==> src/rtl/eq_pkg.sv <==
// Shared frame-timing constants and types for the audio codec interface.
package eq_pkg;

    localparam int unsigned FRAME_CNT_W = 10;
    localparam int unsigned SAMPLE_W    = 16;
    localparam int unsigned SCLK_BIT    = 4;
    localparam int unsigned MCLK_BIT    = 1;
    localparam int unsigned LRCLK_BIT   = 9;

    typedef logic [FRAME_CNT_W-1:0] frame_cnt_t;
    typedef logic [SAMPLE_W-1:0]    sample_t;

    // Codec start-up: hold codec in reset for one frame, then let one full
    // frame run with the codec alive before any received data is trusted.
    typedef enum logic [1:0] {
        ST_CODEC_RST,
        ST_WARMUP,
        ST_RUN
    } startup_e;

endpackage

==> src/rtl/codec_shift16.sv <==
// 16-bit loadable left-shift register, MSB-first; used for both the
// parallel-to-serial (tx) and serial-to-parallel (rx) sample paths.
module codec_shift16
    import eq_pkg::*;
(
    input  logic                clk,
    input  logic                rst_n,
    input  logic                load,
    input  logic                shift,
    input  logic [SAMPLE_W-1:0] load_data,
    input  logic                ser_in,
    output logic [SAMPLE_W-1:0] par_out
);

    logic [SAMPLE_W-1:0] q;

    // Load has priority over shift; shifting pulls ser_in into the LSB.
    always_ff @(posedge clk or negedge rst_n) begin
        if (!rst_n) begin
            q <= '0;
        end else if (load) begin
            q <= load_data;
        end else if (shift) begin
            q <= {q[SAMPLE_W-2:0], ser_in};
        end
    end

    assign par_out = q;

endmodule

==> src/rtl/codec_intf.sv <==
// Left-justified serial audio interface to a CS4272-style codec. All codec
// clocks are bits of one free-running frame counter, so they are glitch-free.
module codec_intf
    import eq_pkg::*;
(
    input  logic                clk,
    input  logic                rst_n,
    input  logic [SAMPLE_W-1:0] lft_in,
    input  logic [SAMPLE_W-1:0] rht_in,
    output logic [SAMPLE_W-1:0] lft_out,
    output logic [SAMPLE_W-1:0] rht_out,
    output logic                valid,
    output logic                MCLK,
    output logic                SCLK,
    output logic                LRCLK,
    output logic                SDin,
    input  logic                SDout,
    output logic                RSTn
);

    frame_cnt_t          cnt;
    startup_e            state;
    logic                wrap;
    logic                half_end;
    logic                sclk_fall;
    logic                sclk_rise;
    logic                tx_load;
    logic [SAMPLE_W-1:0] tx_data;
    logic [SAMPLE_W-1:0] tx_q;
    logic [SAMPLE_W-1:0] rx_q;
    logic [SAMPLE_W-1:0] rht_buf;
    logic [SAMPLE_W-1:0] lft_rx;

    // Edge qualifiers are decoded from the current count, so the action
    // lands on the edge where the count reaches the named value.
    assign wrap      = (cnt == '1);
    assign half_end  = (cnt == frame_cnt_t'((1 << LRCLK_BIT) - 1));
    assign sclk_fall = (cnt[SCLK_BIT:0] == '1);
    assign sclk_rise = (cnt[SCLK_BIT:0] == {1'b0, {SCLK_BIT{1'b1}}});

    assign MCLK  = cnt[MCLK_BIT];
    assign SCLK  = cnt[SCLK_BIT];
    assign LRCLK = ~cnt[LRCLK_BIT];

    // Free-running frame counter, wraps every 1024 clk.
    always_ff @(posedge clk or negedge rst_n) begin
        if (!rst_n) begin
            cnt <= '0;
        end else begin
            cnt <= cnt + 1'b1;
        end
    end

    // Right sample is parked at frame start until the left half has gone out;
    // the received left word is parked at mid-frame while the right shifts in.
    always_ff @(posedge clk or negedge rst_n) begin
        if (!rst_n) begin
            rht_buf <= '0;
            lft_rx  <= '0;
        end else begin
            if (wrap) begin
                rht_buf <= rht_in;
            end
            if (half_end) begin
                lft_rx <= rx_q;
            end
        end
    end

    // Left word loads at the frame wrap, right word at mid-frame; both are
    // SCLK falling edges, so SDin (the shifter MSB) only moves on those edges.
    assign tx_load = wrap | half_end;
    assign tx_data = wrap ? lft_in : rht_buf;
    assign SDin    = tx_q[SAMPLE_W-1];

    codec_shift16 u_tx (
        .clk       (clk),
        .rst_n     (rst_n),
        .load      (tx_load),
        .shift     (sclk_fall),
        .load_data (tx_data),
        .ser_in    (1'b0),
        .par_out   (tx_q)
    );

    codec_shift16 u_rx (
        .clk       (clk),
        .rst_n     (rst_n),
        .load      (1'b0),
        .shift     (sclk_rise),
        .load_data ('0),
        .ser_in    (SDout),
        .par_out   (rx_q)
    );

    // Start-up sequencing, codec reset and the per-frame output update.
    always_ff @(posedge clk or negedge rst_n) begin
        if (!rst_n) begin
            state   <= ST_CODEC_RST;
            RSTn    <= 1'b0;
            valid   <= 1'b0;
            lft_out <= '0;
            rht_out <= '0;
        end else begin
            valid <= 1'b0;
            if (wrap) begin
                case (state)
                    ST_CODEC_RST: begin
                        state <= ST_WARMUP;
                        RSTn  <= 1'b1;
                    end
                    ST_WARMUP, ST_RUN: begin
                        state   <= ST_RUN;
                        valid   <= 1'b1;
                        lft_out <= lft_rx;
                        rht_out <= rx_q;
                    end
                    default: begin
                        state <= ST_CODEC_RST;
                    end
                endcase
            end
        end
    end

endmodule

==> config.mk <==
export PLATFORM = sky130hd
export DESIGN_NAME = codec_intf
export DESIGN_NICKNAME = d
export VERILOG_FILES = /design/src/rtl/eq_pkg.sv /design/src/rtl/codec_shift16.sv /design/src/rtl/codec_intf.sv
export SDC_FILE = /design/constraint.sdc
export NUM_CORES = 1
export LEC_CHECK = 0
export CORE_ASPECT_RATIO = 1.1
export CORE_UTILIZATION = 48
export CTS_CLUSTER_DIAMETER = 30
export DETAILED_ROUTE_END_ITERATION = 8
export GPL_ROUTABILITY_DRIVEN = 1
export PLACE_DENSITY = 0.85
export SETUP_SLACK_MARGIN = 0.5
export SLEW_MARGIN = 20
export SYNTH_ARGS = -nofsm -noshare
export SYNTH_HDL_FRONTEND = slang
export SYNTH_SLANG_ARGS = --single-unit
==> constraint.sdc <==
create_clock -name clk -period 2.2 [get_ports clk]
set_clock_uncertainty 0.2 [all_clocks]
set_input_delay 0.66 -clock clk [delete_from_list [all_inputs] [get_ports clk]]
set_output_delay 0.66 -clock clk [all_outputs]
set_load 0.02 [all_outputs]
## Word level (Yosys, flattened, before mapping)

Cells that the tools add are included.

- Input bits: 35
- Word-level logic and storage cells: 30
- Output and inout bits: 38
- Register bits: 110

- Bitwise gates (word level): 2
- Eq/ne operators: 6
- $add $sub $neg: 1
- Muxes and demuxes: 6
- Reductions and logical operators: 5

Operators by type and width:

| operator | number |
|---|---|
| 16-bit two-way mux | 3 |
| 10-bit by 1-bit adder with 10-bit output (second input constant) | 1 |
| 10-bit equality test (second input constant) | 1 |
| 10-bit by 9-bit equality test with 1-bit output (second input constant) | 1 |
| 5-bit by 4-bit equality test with 1-bit output (second input constant) | 1 |
| 5-bit equality test (second input constant) | 1 |
| 2-bit case mux with 2 select lines | 1 |
| 2-bit AND reduction | 2 |
| 2-bit by 1-bit equality test with 1-bit output (second input constant) | 1 |
| 2-bit equality test (second input constant) | 1 |
| 2-bit logical NOT | 1 |
| 1-bit two-way mux | 2 |
| 2-bit nonzero test | 1 |
| 2-bit OR reduction | 1 |
| 1-bit inverter | 1 |
| 1-bit OR | 1 |

## Logic depth before layout (Yosys ltp)

- Word-level depth: 4
- Depth in mapped cells: 7
- Mapped depth without buffers: 5

## Modules after synthesis

Synthesis repeated with hierarchy kept, for this count alone.

- Cells, all modules: 346
- Area, all modules: 4823.4 µm²

Modules (own cells, without submodules):

| module | times used | area an instance (µm²) | seq. area each (µm²) | cells an instance |
|---|---|---|---|---|
| codec_intf | 1 | 3334.4 | 1951.9 | 208 |
| codec_shift16 | 2 | 744.5 | 400.4 | 69 |

## Worst setup path before layout

OpenSTA, ideal clock, no wires.

- Kind: register to register
- Start point: register cnt[1]
- End point: register u_tx.q[5] (netlist: u_tx.par_out[5])
- Setup time: 130 ps
- Data arrival time: 1925 ps
- Setup slack: -55 ps
- Stages on the path, launching flop included: 8
- Cell sequence: dfrtp_1 > ha_1 > and3_1 > ha_1 > clkbuf_1 > buf_2 > mux2i_1 > mux2i_1

- Cells in the longest elaborated chain, start to end: 3
- Elaborated cells between the ends (all ways): 7
- Those cells by class: eq/ne: 3; mux: 2; bitwise: 1; reduce/logical: 1

Ends and longest elaborated chain:

| item | RTL line | RTL |
|---|---|---|
| start, declared | codec_intf.sv:21 | `frame_cnt_t cnt;` |
| start signal, assigned | codec_intf.sv:50 | `cnt <= cnt + 1'b1;` |
| 10-bit equality test or 10-bit by 9-bit equality test with 1-bit output (tied branches) | codec_intf.sv:36, codec_intf.sv:37 |  |
| 16-bit two-way mux or 1-bit OR (tied branches) | codec_intf.sv:73, codec_intf.sv:72 |  |
| 16-bit two-way mux or 2-bit nonzero test (tied branches) | - |  |
| end signal, assigned | codec_shift16.sv:22 | `q <= load_data;` |
| end signal, assigned | codec_shift16.sv:24 | `q <= {q[SAMPLE_W-2:0], ser_in};` |
| end, declared | codec_shift16.sv:15 | `logic [SAMPLE_W-1:0] q;` |

Parallel ways exist; a longest one is shown, timed or not.
A chain may end at the register's enable or synchronous reset.

## Final worst setup path

- Start point: register cnt[1]
- End point: register rht_out[14]

- Cells in the longest elaborated chain, start to end: 2

Ends and longest elaborated chain:

| item | RTL line | RTL |
|---|---|---|
| 10-bit equality test | codec_intf.sv:36 | `assign wrap = (cnt == '1);` |
| 2-bit AND reduction (no line) | - |  |
| end signal, assigned | codec_intf.sv:116 | `rht_out <= rx_q;` |
| end, declared | codec_intf.sv:11 | `output logic [SAMPLE_W-1:0] rht_out,` |

No other way between the ends.

==> results by group <==
Layout
  – Register area: 2760 sq um
  – Multi-input logic area: 1920 sq um
  – P&R area growth vs syn: 40.6%
  – Share of cells above drive strength 1: 50.2%
  – Total Nets Final: 464
  – # fillers: 611
  – Ant. Diodes: 0

Worst hold path
  – Hold depth: 1
  – Hold path endpoint: rht_buf[6]
  – Worst Hold Class: flip-flop to flip-flop
  – Hold_sp: rht_buf[6]

Global route
  – Overall routing resource usage: 18.9%
  – Number of global-route vias before repair: 2,933
  – First-pass GRT wire length: 14,400 um
  – Largest net degree at the start of global routing: 42
  – Grt total ovfl: 0
  – Initial antenna violation count: 0

Clock tree
  – H-tree depth: 3
  – Clk buf depth: 2
  – Clock Sinks: 110
  – Clk slew on worst S/H paths: 110 ps
  – CTS tree: yes
  – Cts bufs inserted: 9
  – CTS root buf: clkbuf_8
  – Worst-Skew Late Latency: 370 ps

Route
  – Post-Route WL: 9810 um
  – Wire length per cell: 17.9 um
  – Vias/cell: 5.11
  – DR iter-0 viols: 53
  – Routed via count: 2,796
  – TritonRoute pass-1 iters: 4
  – Routed Antenna Nets: 0
  – Post-route DRC: 0

Synthesis
  – Syn_nets: 328
  – Most used DFF post-synth: dfrtp_1
  – Count of cell types in the netlist: 27
  – Number of synthesized flops with an enable pin: 0
  – Yosys warns: 0
  – Synthesized cell area: 4670 sq um
  – Seq/Total Area, Yosys: 58.9%
  – Post-synth top area cell: dfrtp_1
  – Synthesized instance count: 289
  – Synth Register Bits: 110
  – Ranking of synthesized cells by area: dfrtp_1 59%, mux2_2 12%, mux2i_1 10%
  – Share of flip-flops with an asynchronous set or reset: 100%
  – Synth Area per Inst: 16.2 sq um
  – Area share of the largest cell type after synthesis: 58.9%

Power and ir drop
  – P per Cell Area: 519 nW/um^2
  – Int Power: 2.57 mW
  – Clock power frac: 35.7%
  – Switching Share: 24.5%
  – Leakage: 3.33 nW
  – Worst vdd ir: 0.337 mV
  – Sequential group share of total power: 60.1%
  – Comb pwr share: 4.1%
  – Switching power: 0.833 mW
  – Pwr Total: 3.41 mW

Die
  – I/O pin count: 73
  – Die X: 96.0 um
  – Die area: 10,100 sq um
  – Die Ht: 105 um
  – Core area: 9400 sq um
  – Cell row count: 37
  – Starting density of the core: 49.7%

Worst setup path
  – Worst R2R Setup Slack: 260 ps
  – CP peak stage delay: 430 ps
  – CP max stage cell: dfrtp_2
  – Critical Path AT: 2010 ps
  – Ordered list of cells on the worst path: ha_4 > and4_4 > nand4_4 > buf_6 > clkbuf_16 > mux2_4
  – Worst r2r src: cnt[1]
  – WP data required: 2270 ps
  – CP startpoint: cnt[1]
  – RR Endpoint: rht_out[14]
  – Critical path class: flip-flop to flip-flop
  – Cell family with most CP delay: flip-flops
  – Critical Path Source Type: flip-flop
  – Worst Path Buf+Inv: 2
  – Crit-path max FO: 5
  – Endpoint class of the critical path: flip-flop
  – FF-to-FF path depth: 6

STA
  – Slew Viols, Final: 0
  – Setup TNS: 0 ps
  – Period utilisation layout: 88.2%
  – RSZ-0062 raised after global routing: yes
  – Final worst slack: 259 ps
  – Actual transition at the worst max-transition pin: 540 ps
  – Fin. Hold Viols: 0
  – Final setup fails: 0
  – Slew Limit Headroom: 63.9%
  – F_max: 515 MHz
  – Tmin final: 1940 ps

Place
  – PortBufs: 72
  – DP HPWL: 5540 um
  – Post-placement setup slack: 251 ps
  – GP Congestion: 0.674

Run
  – Max Cap Viol: 0

Outcome
  – Status: finished, final reports clean
==> routing by layer <==
layer / wire (um) / vias to the layer above / track usage, % / part of all wire, %
met5: 0 / - / 0 / 0
met2: 5230 / 79 / 32.0 / 53
met4: 166 / 0 / 7.04 / 1.7
met1: 4040 / 1412 / 23.3 / 41
met3: 370 / 13 / 4.04 / 3.8
li1: - / 1292 / - / -
==> synth_stat cells (2+ instances only) <==
cell type and instances:
mux2_2 50, clkbuf_1 2, mux2i_1 47, buf_2 4
nand2_1 3, and4_4 2, nand3_1 3, buf_6 7
dfrtp_1 110, ha_1 4, inv_1 6, mux2_4 31
xnor2_1 6
==> worst register-to-register path, delay by kind of cell (launching register included) <==
family | cells | cell delay, ps
adders and majority gates | 1 | 160
DFF | 1 | 430
muxes | 1 | 290
buffers and inverters | 2 | 340
and+or+nand+nor | 2 | 420
==> placed cells by master, fill, tap and decap left out, types with 3 or more instances in the layout <==
master / instances
dfrtp_1: 108
nand3_1: 3
buf_12: 8
clkbuf_16: 3
xnor2_1: 6
buf_16: 3
nand2_1: 3
mux2_2: 21
mux2_4: 60
inv_1: 5
buf_4: 46
clkinv_4: 3
clkdlybuf4s50_1: 33
ha_4: 3
mux2i_1: 47
clkbuf_8: 9
buf_6: 45
clkinv_8: 3
==> registers in the layout, indices dropped and copies added (netlist names), 2 cells and up <==
name	flops
lft_out	16
lft_rx	16
rht_buf	16
rht_out	16
u_rx.par_out	16
u_tx.par_out	16
cnt	10
state	2
==> worst max path at each step <==
stage | to | cells after the start
CTS | lft_out[4] | 6
global route | rht_out[4] | 6
floorplan | lft_rx[10] | 7
detailed placement | lft_rx[3] | 4
finish | rht_out[14] | 6
global placement | lft_rx[15] | 4
==> final cells by class <==
type | count | share of cell area [%]
clock buffer | 9 | 1.89
sequential | 110 | 42.0
clock inverter | 7 | 1.28
timing repair buffer | 140 | 23.1
multi-input combinational | 158 | 29.2
inverter | 6 | 0.343
tap | 117 | 2.23
==> metrics by stage <==
stage | area (sq um) | hold slack, ps | utilization, % | std cells
after floorplan | 4790 | 164 | - | 289
after global placement | 5610 | 260 | 59.6 | 472
after detailed placement | 5610 | 267 | 59.6 | 472
after CTS | 6320 | 312 | 67.2 | 532
after global routing | 6560 | 322 | 69.8 | 547
final | 6560 | 311 | 69.8 | 547
==> timing repair <==
| action | 4_1_cts | 5_1_grt |
|---|---|---|
| hold endpoints to repair | 23 | 0 |
| pin swaps | 2 | 2 |
| gates cloned | 3 | 3 |
| gates resized for setup | 235 | 23 |
| buffers inserted | 40 | 12 |
| setup endpoints to repair | 137 | 137 |
| hold buffers | 1 | 0 |
==> power by group through the flow <==
| stage | clock (mW) | combinational (mW) | sequential (mW) |
|---|---|---|---|
| floorplan | 0 | 0.0278 | 2.08 |
| global route | 1.33 | 0.157 | 2.05 |
| global placement | 0 | 0.139 | 2.09 |
| detailed placement | 0 | 0.142 | 2.09 |
| finish | 1.22 | 0.141 | 2.05 |
| CTS | 1.24 | 0.144 | 2.05 |
==> kinds of logic (layout without fill, tap and decap cells) <==
kind of cell | Yosys count | in the layout | share of synthesized area, %
AND/OR/NAND/NOR | 17 | 17 | 2.92
adder cells (fa/ha/maj) | 4 | 4 | 1.07
buffers and inverters | 21 | 162 | 3.24
flip-flops | 110 | 110 | 58.9
XOR/XNOR | 7 | 7 | 1.31
AO/OA/AOI/OAI | 2 | 2 | 0.402
multiplexers | 128 | 128 | 32.1
Note: power is estimated with default switching activity, not from simulation.
